## src/rtl/tcdm_arb_pkg.sv

```systemverilog
// rtl/tcdm_arb_pkg.sv - shared types and helpers for the TCDM bank round-robin arbiter
package tcdm_arb_pkg;

    localparam int unsigned NbMastersDefault = 4;
    localparam int unsigned IdxWidthDefault  = $clog2(NbMastersDefault);

    typedef logic [IdxWidthDefault-1:0] idx_t;

    // Round-robin successor: idx + 1, wrapping back to 0 after n - 1.
    function automatic int unsigned rr_next(input int unsigned idx, input int unsigned n);
        return (idx + 1 >= n) ? 0 : idx + 1;
    endfunction

endpackage

```

## src/rtl/tcdm_bank_rr_arbiter_if.sv

```systemverilog
// rtl/tcdm_bank_rr_arbiter_if.sv - master-side and bank-side OBI signals of one bank arbiter
interface tcdm_bank_rr_arbiter_if
    import tcdm_arb_pkg::*;
#(
    parameter int unsigned NbMasters = NbMastersDefault,
    parameter int unsigned DataWidth = 32,
    parameter int unsigned AddrWidth = 32,
    parameter int unsigned BeWidth   = DataWidth / 8,
    parameter int unsigned IdWidth   = 1
);

    logic [NbMasters-1:0]                mst_req_i;
    logic [NbMasters-1:0]                mst_gnt_o;
    logic [NbMasters-1:0]                mst_wen_i;
    logic [NbMasters-1:0][AddrWidth-1:0] mst_add_i;
    logic [NbMasters-1:0][DataWidth-1:0] mst_data_i;
    logic [NbMasters-1:0][BeWidth-1:0]   mst_be_i;
    logic [NbMasters-1:0][IdWidth-1:0]   mst_id_i;
    logic [NbMasters-1:0]                mst_r_valid_o;
    logic [NbMasters-1:0][DataWidth-1:0] mst_r_data_o;
    logic [NbMasters-1:0][IdWidth-1:0]   mst_r_id_o;

    logic                 bank_req_o;
    logic                 bank_gnt_i;
    logic                 bank_wen_o;
    logic [AddrWidth-1:0] bank_add_o;
    logic [DataWidth-1:0] bank_data_o;
    logic [BeWidth-1:0]   bank_be_o;
    logic [IdWidth-1:0]   bank_id_o;
    logic [DataWidth-1:0] bank_r_data_i;
    logic [IdWidth-1:0]   bank_r_id_i;

    // Arbiter side.
    modport slave (
        input  mst_req_i, mst_wen_i, mst_add_i, mst_data_i, mst_be_i, mst_id_i,
        input  bank_gnt_i, bank_r_data_i, bank_r_id_i,
        output mst_gnt_o, mst_r_valid_o, mst_r_data_o, mst_r_id_o,
        output bank_req_o, bank_wen_o, bank_add_o, bank_data_o, bank_be_o, bank_id_o
    );

    // Environment side: the requesting masters together with the bank.
    modport master (
        output mst_req_i, mst_wen_i, mst_add_i, mst_data_i, mst_be_i, mst_id_i,
        output bank_gnt_i, bank_r_data_i, bank_r_id_i,
        input  mst_gnt_o, mst_r_valid_o, mst_r_data_o, mst_r_id_o,
        input  bank_req_o, bank_wen_o, bank_add_o, bank_data_o, bank_be_o, bank_id_o
    );

endinterface

```

## src/rtl/tcdm_rr_pick.sv

```systemverilog
// rtl/tcdm_rr_pick.sv - combinational priority scan starting at a round-robin pointer
module tcdm_rr_pick #(
    parameter int unsigned NbMasters = 4,
    parameter int unsigned IdxWidth  = $clog2(NbMasters)
) (
    input  logic [NbMasters-1:0] req,
    input  logic [IdxWidth-1:0]  ptr,
    output logic [IdxWidth-1:0]  idx,
    output logic                 valid
);

    always_comb begin
        logic [IdxWidth-1:0] cand;
        idx   = '0;
        valid = 1'b0;
        cand  = '0;
        // Candidates are visited ptr, ptr+1, ... wrapping; the first requester wins.
        for (int unsigned k = 0; k < NbMasters; k++) begin
            cand = IdxWidth'((32'(ptr) + k) % NbMasters);
            if (!valid && req[cand]) begin
                valid = 1'b1;
                idx   = cand;
            end
        end
    end

endmodule

```

## src/rtl/tcdm_bank_rr_arbiter.sv

```systemverilog
// rtl/tcdm_bank_rr_arbiter.sv - round-robin merge of NbMasters OBI requesters onto one TCDM bank port
module tcdm_bank_rr_arbiter
    import tcdm_arb_pkg::*;
#(
    parameter int unsigned NbMasters = NbMastersDefault,
    parameter int unsigned DataWidth = 32,
    parameter int unsigned AddrWidth = 32,
    parameter int unsigned BeWidth   = DataWidth / 8,
    parameter int unsigned IdWidth   = 1,
    parameter int unsigned IdxWidth  = $clog2(NbMasters)
) (
    input logic                   clk_i,
    input logic                   rst_ni,
    tcdm_bank_rr_arbiter_if.slave bus
);

    logic [IdxWidth-1:0]  rr_ptr_q;
    logic                 lock_q;
    logic [IdxWidth-1:0]  lock_idx_q;
    logic                 rsp_valid_q;
    logic [IdxWidth-1:0]  rsp_idx_q;

    logic [IdxWidth-1:0]  pick_idx;
    logic                 pick_valid;
    logic                 lock_hold;
    logic [IdxWidth-1:0]  winner;
    logic                 req_any;
    logic                 handshake;
    logic                 stall;

    logic                 wen_mux;
    logic [AddrWidth-1:0] add_mux;
    logic [DataWidth-1:0] data_mux;
    logic [BeWidth-1:0]   be_mux;
    logic [IdWidth-1:0]   id_mux;

    tcdm_rr_pick #(
        .NbMasters (NbMasters),
        .IdxWidth  (IdxWidth)
    ) i_pick (
        .req   (bus.mst_req_i),
        .ptr   (rr_ptr_q),
        .idx   (pick_idx),
        .valid (pick_valid)
    );

    // A stalled grant sticks to its master; if that master abandons the request
    // the lock is ignored at once and dropped from state on the next edge.
    assign lock_hold = lock_q & bus.mst_req_i[lock_idx_q];
    assign winner    = lock_hold ? lock_idx_q : pick_idx;

    assign req_any   = rst_ni & pick_valid;
    assign handshake = req_any & bus.bank_gnt_i;
    assign stall     = req_any & ~bus.bank_gnt_i;

    assign wen_mux  = bus.mst_wen_i[winner];
    assign add_mux  = bus.mst_add_i[winner];
    assign data_mux = bus.mst_data_i[winner];
    assign be_mux   = bus.mst_be_i[winner];
    assign id_mux   = bus.mst_id_i[winner];

    // Every output is forced low while reset is asserted, payload included.
    assign bus.bank_req_o  = req_any;
    assign bus.bank_wen_o  = rst_ni ? wen_mux  : 1'b0;
    assign bus.bank_add_o  = rst_ni ? add_mux  : '0;
    assign bus.bank_data_o = rst_ni ? data_mux : '0;
    assign bus.bank_be_o   = rst_ni ? be_mux   : '0;
    assign bus.bank_id_o   = rst_ni ? id_mux   : '0;

    always_comb begin
        bus.mst_gnt_o     = '0;
        bus.mst_r_valid_o = '0;
        bus.mst_r_data_o  = '0;
        bus.mst_r_id_o    = '0;
        for (int unsigned i = 0; i < NbMasters; i++) begin
            bus.mst_gnt_o[i]     = handshake & (winner == IdxWidth'(i));
            bus.mst_r_valid_o[i] = rsp_valid_q & (rsp_idx_q == IdxWidth'(i));
            bus.mst_r_data_o[i]  = rst_ni ? bus.bank_r_data_i : '0;
            bus.mst_r_id_o[i]    = rst_ni ? bus.bank_r_id_i   : '0;
        end
    end

    always_ff @(posedge clk_i or negedge rst_ni) begin
        if (!rst_ni) begin
            rr_ptr_q    <= '0;
            lock_q      <= 1'b0;
            lock_idx_q  <= '0;
            rsp_valid_q <= 1'b0;
            rsp_idx_q   <= '0;
        end else if (handshake) begin
            rr_ptr_q    <= IdxWidth'(rr_next(32'(winner), NbMasters));
            lock_q      <= 1'b0;
            rsp_valid_q <= 1'b1;
            rsp_idx_q   <= winner;
        end else if (stall) begin
            lock_q      <= 1'b1;
            lock_idx_q  <= winner;
            rsp_valid_q <= 1'b0;
        end else begin
            lock_q      <= 1'b0;
            rsp_valid_q <= 1'b0;
        end
    end

    a_locked_req_stable : assert property (
        @(posedge clk_i) disable iff (!rst_ni) lock_q |-> bus.mst_req_i[lock_idx_q]
    ) else $error("tcdm_bank_rr_arbiter: locked master dropped its request before grant");

endmodule
```

## src/flat_wrapper.sv

```systemverilog
// flat-port wrapper written by rule: the top's interface ports become plain ports
module tcdm_bank_rr_arbiter_flat import tcdm_arb_pkg::*;
#(
    parameter int unsigned NbMasters = NbMastersDefault,
    parameter int unsigned DataWidth = 32,
    parameter int unsigned AddrWidth = 32,
    parameter int unsigned BeWidth   = DataWidth / 8,
    parameter int unsigned IdWidth   = 1,
    parameter int unsigned IdxWidth  = $clog2(NbMasters)
)
  (clk_i, rst_ni, bus_mst_req_i, bus_mst_wen_i, bus_mst_add_i, bus_mst_data_i, bus_mst_be_i, bus_mst_id_i, bus_bank_gnt_i, bus_bank_r_data_i, bus_bank_r_id_i, bus_mst_gnt_o, bus_mst_r_valid_o, bus_mst_r_data_o, bus_mst_r_id_o, bus_bank_req_o, bus_bank_wen_o, bus_bank_add_o, bus_bank_data_o, bus_bank_be_o, bus_bank_id_o);
  tcdm_bank_rr_arbiter_if #(.NbMasters(NbMasters), .DataWidth(DataWidth), .AddrWidth(AddrWidth), .BeWidth(BeWidth), .IdWidth(IdWidth)) bus_i ();
  input logic clk_i;
  input logic rst_ni;
  input wire logic [$bits(bus_i.mst_req_i)-1:0] bus_mst_req_i;
  input wire logic [$bits(bus_i.mst_wen_i)-1:0] bus_mst_wen_i;
  input wire logic [$bits(bus_i.mst_add_i)-1:0] bus_mst_add_i;
  input wire logic [$bits(bus_i.mst_data_i)-1:0] bus_mst_data_i;
  input wire logic [$bits(bus_i.mst_be_i)-1:0] bus_mst_be_i;
  input wire logic [$bits(bus_i.mst_id_i)-1:0] bus_mst_id_i;
  input wire logic [$bits(bus_i.bank_gnt_i)-1:0] bus_bank_gnt_i;
  input wire logic [$bits(bus_i.bank_r_data_i)-1:0] bus_bank_r_data_i;
  input wire logic [$bits(bus_i.bank_r_id_i)-1:0] bus_bank_r_id_i;
  output wire logic [$bits(bus_i.mst_gnt_o)-1:0] bus_mst_gnt_o;
  output wire logic [$bits(bus_i.mst_r_valid_o)-1:0] bus_mst_r_valid_o;
  output wire logic [$bits(bus_i.mst_r_data_o)-1:0] bus_mst_r_data_o;
  output wire logic [$bits(bus_i.mst_r_id_o)-1:0] bus_mst_r_id_o;
  output wire logic [$bits(bus_i.bank_req_o)-1:0] bus_bank_req_o;
  output wire logic [$bits(bus_i.bank_wen_o)-1:0] bus_bank_wen_o;
  output wire logic [$bits(bus_i.bank_add_o)-1:0] bus_bank_add_o;
  output wire logic [$bits(bus_i.bank_data_o)-1:0] bus_bank_data_o;
  output wire logic [$bits(bus_i.bank_be_o)-1:0] bus_bank_be_o;
  output wire logic [$bits(bus_i.bank_id_o)-1:0] bus_bank_id_o;
  assign bus_i.mst_req_i = bus_mst_req_i;
  assign bus_i.mst_wen_i = bus_mst_wen_i;
  assign bus_i.mst_add_i = bus_mst_add_i;
  assign bus_i.mst_data_i = bus_mst_data_i;
  assign bus_i.mst_be_i = bus_mst_be_i;
  assign bus_i.mst_id_i = bus_mst_id_i;
  assign bus_i.bank_gnt_i = bus_bank_gnt_i;
  assign bus_i.bank_r_data_i = bus_bank_r_data_i;
  assign bus_i.bank_r_id_i = bus_bank_r_id_i;
  assign bus_mst_gnt_o = bus_i.mst_gnt_o;
  assign bus_mst_r_valid_o = bus_i.mst_r_valid_o;
  assign bus_mst_r_data_o = bus_i.mst_r_data_o;
  assign bus_mst_r_id_o = bus_i.mst_r_id_o;
  assign bus_bank_req_o = bus_i.bank_req_o;
  assign bus_bank_wen_o = bus_i.bank_wen_o;
  assign bus_bank_add_o = bus_i.bank_add_o;
  assign bus_bank_data_o = bus_i.bank_data_o;
  assign bus_bank_be_o = bus_i.bank_be_o;
  assign bus_bank_id_o = bus_i.bank_id_o;
  tcdm_bank_rr_arbiter #(.NbMasters(NbMasters), .DataWidth(DataWidth), .AddrWidth(AddrWidth), .BeWidth(BeWidth), .IdWidth(IdWidth), .IdxWidth(IdxWidth)) u_core (.clk_i(clk_i), .rst_ni(rst_ni), .bus(bus_i));
endmodule
```

## config.mk

```make
export PLATFORM = sky130hd
export DESIGN_NAME = tcdm_bank_rr_arbiter_flat
export DESIGN_NICKNAME = d
export VERILOG_FILES = /design/src/rtl/tcdm_arb_pkg.sv /design/src/rtl/tcdm_bank_rr_arbiter_if.sv /design/src/rtl/tcdm_rr_pick.sv /design/src/rtl/tcdm_bank_rr_arbiter.sv /design/src/flat_wrapper.sv
export SDC_FILE = /design/constraint.sdc
export NUM_CORES = 1
export LEC_CHECK = 0
export BUFFER_PORTS_ARGS = -buffer_cell sky130_fd_sc_hd__buf_2
export CORE_AREA = 2 2 205 207
export CTS_BUF_LIST = sky130_fd_sc_hd__clkbuf_4
export CTS_CLUSTER_DIAMETER = 150
export CTS_CLUSTER_SIZE = 30
export DETAILED_ROUTE_END_ITERATION = 12
export DIE_AREA = 0 0 207 209
export GPL_TIMING_DRIVEN = 1
export SKIP_LAST_GASP = 1
export SLEW_MARGIN = 15
export SYNTH_ARGS = -nofsm -noshare
export SYNTH_HDL_FRONTEND = slang
export SYNTH_SLANG_ARGS = --single-unit
```

## constraint.sdc

```tcl
create_clock -name clk_i -period 2.9 [get_ports clk_i]
set_input_delay 0 -clock clk_i [delete_from_list [all_inputs] [get_ports clk_i]]
set_output_delay 0 -clock clk_i [all_outputs]
set_load 0.01 [all_outputs]
```

==> flow_summary.json, run 1 <==
{
  "syn-num-nets": 1450,
  "num_io_pins": 531,
  "end_kind": "primary output",
  "worst_slew_pin_slew_ns": 0.706,
  "die_w_um": 207,
  "clock_path_buffers": 2,
  "coreArea_sq_mm": 0.0413,
  "finalCriticalPeriod_ns": 2.71,
  "max_freq_mhz": 369,
  "yosysWarningCount": 0,
  "grt_usage": 0.152,
  "clkLatencyLatePin_ns": 0.25,
  "clkSinkCount": 8,
  "crit_type": "register to primary output",
  "max_stage_delay_ns": 0.46,
  "cp.required_ns": 2.90,
  "grt_max_degree": 148,
  "grt_pass1_wl_um": 53700,
  "dp_hpwl_um": 27500,
  "path_delay_family": "buffers and inverters",
  "cp_cell_sequence": "mux2i_1 -> nor2_4 -> nor3_4 -> buf_12 -> buf_4 -> a311oi_1 -> o22ai_1 -> buf_2",
  "drv_slew": 0,
  "crit_fanout": 63,
  "hold_violations": 0,
  "tns_ns": 0,
  "ctsRootBufferMaster": "clkbuf_4",
  "ys.flop_type": "dfrtp_1",
  "cts_tree": "done",
  "die_area_sq_mm": 0.0433,
  "die-height_um": 209,
  "via_per_inst": 5.31,
  "critPathBufInv": 3,
  "most-common-layout-cells": "buf_2 (530), nand2b_1 (144), nand2_1 (143), a21oi_1 (143), o311a_1 (140)",
  "p_leak_nw": 4.83,
  "hp-class": "primary input to register",
  "area_delta_synth_final_pct": 30.0,
  "syn_inst": 1126,
  "synth_edf_count": 0,
  "drt_iter0_drc": 1192,
  "ant_nets": 0,
  "row_count": 75,
  "fill_cells": 4630,
  "cts_buffers": 3,
  "synth.yosys.seq_area_share": 0.0264,
  "drt-total-wl_um": 37000,
  "synth-async-reset-ratio": 1.00,
  "slew_headroom": 0.529,
  "dpl.cell_count": 1969,
  "grt_antenna_before_repair": 11,
  "drive_gt1_frac": 0.404,
  "nets": 1766,
  "gp_congestion": 0.977,
  "yosysUniqueCellTypes": 39,
  "instances_no_fill": 1984,
  "max-cap-violations": 0,
  "port-buffer-count": 530,
  "ir_worst_vdd_mv": 0.343,
  "firstDrtPassIters": 5,
  "crit_slowest_cell": "dfrtp_1",
  "setup_viol": 0,
  "r2r_slack_ns": 0.72,
  "drc": 0,
  "run_status": "complete, no violations",
  "post_synth.cell_area_avg_sq_um": 6.72,
  "netlist_area_sq_mm": 0.00757,
  "finClkSkew_ns": 0.00912,
  "wl_per_cell_um": 18.6,
  "final_common_cell": "buf_2",
  "cts_max_level": 1,
  "fin_crit_sh": 0.935,
  "crit_path_start_kind": "register",
  "path_clk_slew_ns": 0.06,
  "vias": 10500,
  "powerDensity_mw_per_mm2": 573,
  "cp.arrival_ns": 2.71,
  "rsz0062_at_grt": "yes",
  "grt-ovfl-total": 0,
  "grt_pass1_vias": 9318,
  "yosys_register_bits": 8,
  "initial_core_util": 0.183
}
worst reg2reg max path: cells and delay by family, from the launching register on:
kind                       cells  cell delay [ns]
AOI/OAI and AO/OA              3             0.66
DFF                            1             0.51
muxes                          1             0.30
adders and majority gates      1             0.29
and+or+nand+nor                2             0.18
buffers and inverters          1             0.11
cell type report:
cell class                 instances  area [sq um]  share of cell area
inverter                           4          15.0             0.00153
timing repair buffer             569          3090               0.314
antenna                            4          10.0             0.00102
clock buffer                       4          30.0             0.00305
tap                              539           674              0.0685
sequential                         8           204              0.0207
multi-input combinational        856          5820               0.591
metrics by stage:
step | util | hold WS, ns | power (mW) | instance area (sq um) | worst slack (ns)
after floorplan | - | -0.296 | 3.91 | 7570 | 0.904
after global placement | 0.236 | -0.129 | 5.40 | 9740 | 0.445
after global routing | 0.238 | 0.0111 | 6.11 | 9840 | -0.0175
after detailed placement | 0.236 | -0.125 | 5.48 | 9740 | 0.378
after CTS | 0.237 | 0.00351 | 5.60 | 9780 | 0.0765
final | 0.238 | 0.00658 | 5.64 | 9840 | 0.188
routing by layer:
layer / track usage / wire, um / vias up
li1: - / - / 4943
met1: 0.185 / 15000 / 4934
met2: 0.272 / 18300 / 568
met3: 0.0289 / 2750 / 73
met4: 0.0399 / 939 / 12
met5: 0 / 79 / -
logic make-up after synthesis:
logic type | after synthesis | synth area share
flip-flops | 8 | 0.0264
buffers and inverters | 262 | 0.210
multiplexers | 6 | 0.00843
adder cells (fa/ha/maj) | 4 | 0.00661
AND/OR/NAND/NOR | 341 | 0.236
AO/OA/AOI/OAI | 505 | 0.512
final timing paths:
path,start,end,cells after the start
hold / removal,bus_bank_gnt_i,u_core.lock_q$_DFF_PN0_,2
max in group asynchronous,rst_ni,u_core.rsp_valid_q$_DFF_PN0_,3
min in group asynchronous,rst_ni,u_core.rr_ptr_q[1]$_DFFE_PN0P_,2
hold reg to reg,u_core.lock_idx_q[1]$_DFFE_PN0P_,u_core.lock_idx_q[1]$_DFFE_PN0P_,1
setup / recovery,u_core.rr_ptr_q[1]$_DFFE_PN0P_,bus_bank_add_o[22],8
setup reg to reg,u_core.lock_idx_q[0]$_DFFE_PN0P_,u_core.rr_ptr_q[1]$_DFFE_PN0P_,8
where the power goes:
part,switching [mW],internal (mW)
Clock,0.0395,0.0621
Sequential,0.0613,0.154
Combinational,3.18,2.14
state kept, by name (all words and copies together), names as in the netlist:
signal              count
u_core.rr_ptr_q         2
u_core.rsp_valid_q      1
u_core.lock_idx_q       2
u_core.rsp_idx_q        2
u_core.lock_q           1
synth_stat cells, types with 2 or more instances:
master	count	share of area
clkbuf_1	74	0.037
o21ai_0	2	0.0013
nand2_1	143	0.071
nor4bb_1	2	0.0026
a311oi_1	140	0.16
a21oi_1	143	0.095
buf_2	69	0.046
and3_1	6	0.0050
inv_1	3	0.0015
buf_4	100	0.099
mux2i_1	3	0.0040
o22ai_1	70	0.058
o311a_1	140	0.19
nor2_1	5	0.0025
ha_1	4	0.0066
dfrtp_1	8	0.026
nand3b_1	2	0.0020
buf_8	7	0.014
buf_6	7	0.010
mux2_1	3	0.0045
and2_1	34	0.028
nand2b_1	144	0.12
repair_timing:
item	in CTS	in global routing
setup endpoints to repair	0	20
hold buffers	1	0
resized for setup	0	3
hold endpoints to repair	8	0
buffers inserted	0	6
Power figures use the tool's default switching activity.
==> run 2: changes to the inputs <==
==> constraint.sdc (replaced) <==
create_clock -name clk_i -period 2.5 [get_ports clk_i]
set_input_delay 0 -clock clk_i [delete_from_list [all_inputs] [get_ports clk_i]]
set_output_delay 0 -clock clk_i [all_outputs]
set_load 0.01 [all_outputs]
==> run 2 against run 1 <==
The run now ends with setup timing left. Critical path depth unchanged. Largest cell class unchanged. Worst setup slack worse by 0.21 ns. Power is 34% higher. First-iteration DRC count up 3.0%. Final cell count grew 1.5%. Critical path type unchanged. Wire length grew 10%. Sequential share of layout area decreased by 0.17 points.
==> flow_summary.json, run 2 (synthesized netlist as in run 1, its figures left out) <==
{
  "grt_antenna_before_repair": 11,
  "area_delta_synth_final_pct": 42.8,
  "finalCriticalPeriod_ns": 2.53,
  "regArea_sq_um": 205,
  "most-common-layout-cells": "buf_2 (530), nand2b_1 (144), nand2_1 (143), a21oi_1 (143), o311a_1 (138)",
  "final_common_cell": "buf_2",
  "die_area_sq_mm": 0.0433,
  "cts_buffers": 3,
  "powerDensity_mw_per_mm2": 697,
  "row_count": 75,
  "nets": 1795,
  "initial_core_util": 0.183,
  "run_status": "finished, violations left",
  "grt-ovfl-total": 0,
  "cp_cell_sequence": "mux2i_4 -> o22a_4 -> buf_4 -> clkbuf_16 -> o311a_1 -> a311oi_2 -> o22ai_1 -> buf_2",
  "grt_pass1_wl_um": 56700,
  "crit_type": "register to primary output",
  "ir_worst_vdd_mv": 0.457,
  "layout_setup_ws_ns": -0.0255,
  "multi_input_area_sq_mm": 0.00620,
  "failed_checks": "setup timing",
  "top_regs": "u_core.lock_idx_q (2), u_core.rr_ptr_q (2), u_core.rsp_idx_q (2)",
  "wl_per_cell_um": 20.2,
  "crit_path_start_kind": "register",
  "worst_slew_pin_slew_ns": 0.567,
  "rsz0062_at_grt": "yes",
  "dp_hpwl_um": 27400,
  "fin_crit_sh": 1.01,
  "cts_max_level": 1,
  "vias": 11000,
  "setup_viol": 1,
  "end_kind": "primary output",
  "max_freq_mhz": 396,
  "grt_usage": 0.161,
  "ant_nets": 0,
  "cp.required_ns": 2.50,
  "clock_path_buffers": 2,
  "crit_fanout": 11,
  "p_leak_nw": 5.20,
  "drc": 0,
  "drv_slew": 0,
  "via_per_inst": 5.45,
  "grt_max_degree": 156,
  "crit_slowest_cell": "dfrtp_4",
  "coreArea_sq_mm": 0.0413,
  "finClkSkew_ns": 0.00827,
  "ctsRootBufferMaster": "clkbuf_4",
  "die_w_um": 207,
  "fin_util": 0.262,
  "fill_cells": 4545,
  "clkSinkCount": 8,
  "max-cap-violations": 0,
  "cts_tree": "done",
  "path_clk_slew_ns": 0.06,
  "clkLatencyLatePin_ns": 0.25,
  "drive_gt1_frac": 0.450,
  "port-buffer-count": 530,
  "hold_violations": 0,
  "slew_headroom": 0.622,
  "power_mw": 7.53,
  "max_stage_delay_ns": 0.54,
  "die-height_um": 209,
  "drt-total-wl_um": 40700,
  "cp.arrival_ns": 2.53,
  "grt_pass1_vias": 9620,
  "hp-class": "primary input to register",
  "num_io_pins": 531,
  "drt_iter0_drc": 1228,
  "firstDrtPassIters": 7,
  "gp_congestion": 0.894
}
## run 2: layout make-up
type,instances,share of cell area
antenna,5,0.00116
inverter,4,0.00139
sequential,8,0.0190
multi-input combinational,857,0.573
timing repair buffer,597,0.340
tap,539,0.0624
clock buffer,4,0.00278
## run 2: stage by stage
stage	cells	instance area (sq um)	hold slack [ns]	TNS [ns]	worst slack (ns)
after floorplan	1126	7570	-0.296	0	0.504
after global placement	1969	9810	-0.124	0	0.124
after detailed placement	1969	9810	-0.121	0	0.0780
after CTS	1983	10200	0.0250	-0.0555	-0.0407
after global routing	2013	10800	0.0397	-0.377	-0.0446
final	2014	10800	0.0355	-0.0255	-0.0255
## run 2: worst max-delay path, delay by kind of cell (launching register included)
family / cells / cell delay, ns
buffers and inverters: 3 / 0.54
multiplexers: 1 / 0.22
flip-flops: 1 / 0.54
AO/OA/AOI/OAI: 4 / 0.95
## run 2: what timing repair did
| action | in CTS | in global routing |
|---|---|---|
| endpoints found under the setup margin | 43 | 68 |
| gates cloned | 4 | 10 |
| hold buffers | 1 | 0 |
| resized for setup | 30 | 42 |
| pin swaps | 5 | 16 |
| buffers inserted | 5 | 17 |
| endpoints found under the hold margin | 8 | 0 |
## run 2: path summary, 6_finish.rpt
kind                                                  start                                to  slack (ns)  cells after the start
setup / recovery           u_core.lock_idx_q[0]$_DFFE_PN0P_               bus_bank_data_o[25]       -0.03                      8
hold / removal                               bus_bank_gnt_i           u_core.lock_q$_DFF_PN0_        0.04                      2
setup reg to reg           u_core.lock_idx_q[0]$_DFFE_PN0P_    u_core.rr_ptr_q[1]$_DFFE_PN0P_        0.34                      9
hold reg to reg            u_core.lock_idx_q[1]$_DFFE_PN0P_  u_core.lock_idx_q[1]$_DFFE_PN0P_        0.50                      1
max in group asynchronous                            rst_ni      u_core.rsp_valid_q$_DFF_PN0_        1.76                      3
min in group asynchronous                            rst_ni    u_core.rr_ptr_q[0]$_DFFE_PN0P_        0.15                      2
## run 2: power breakdown
part           switching [mW]  total, mW  internal [mW]  leakage (nW)
Clock                  0.0460      0.118         0.0720        0.0184
Combinational            4.07       7.15           3.09          5.09
Sequential             0.0805      0.261          0.181        0.0943
## run 2: per-layer routing
layer	global-route usage	wire length, um
met5	0	76
met1	0.202	16500
met3	0.0227	2890
met2	0.290	20700
met4	0.0355	616
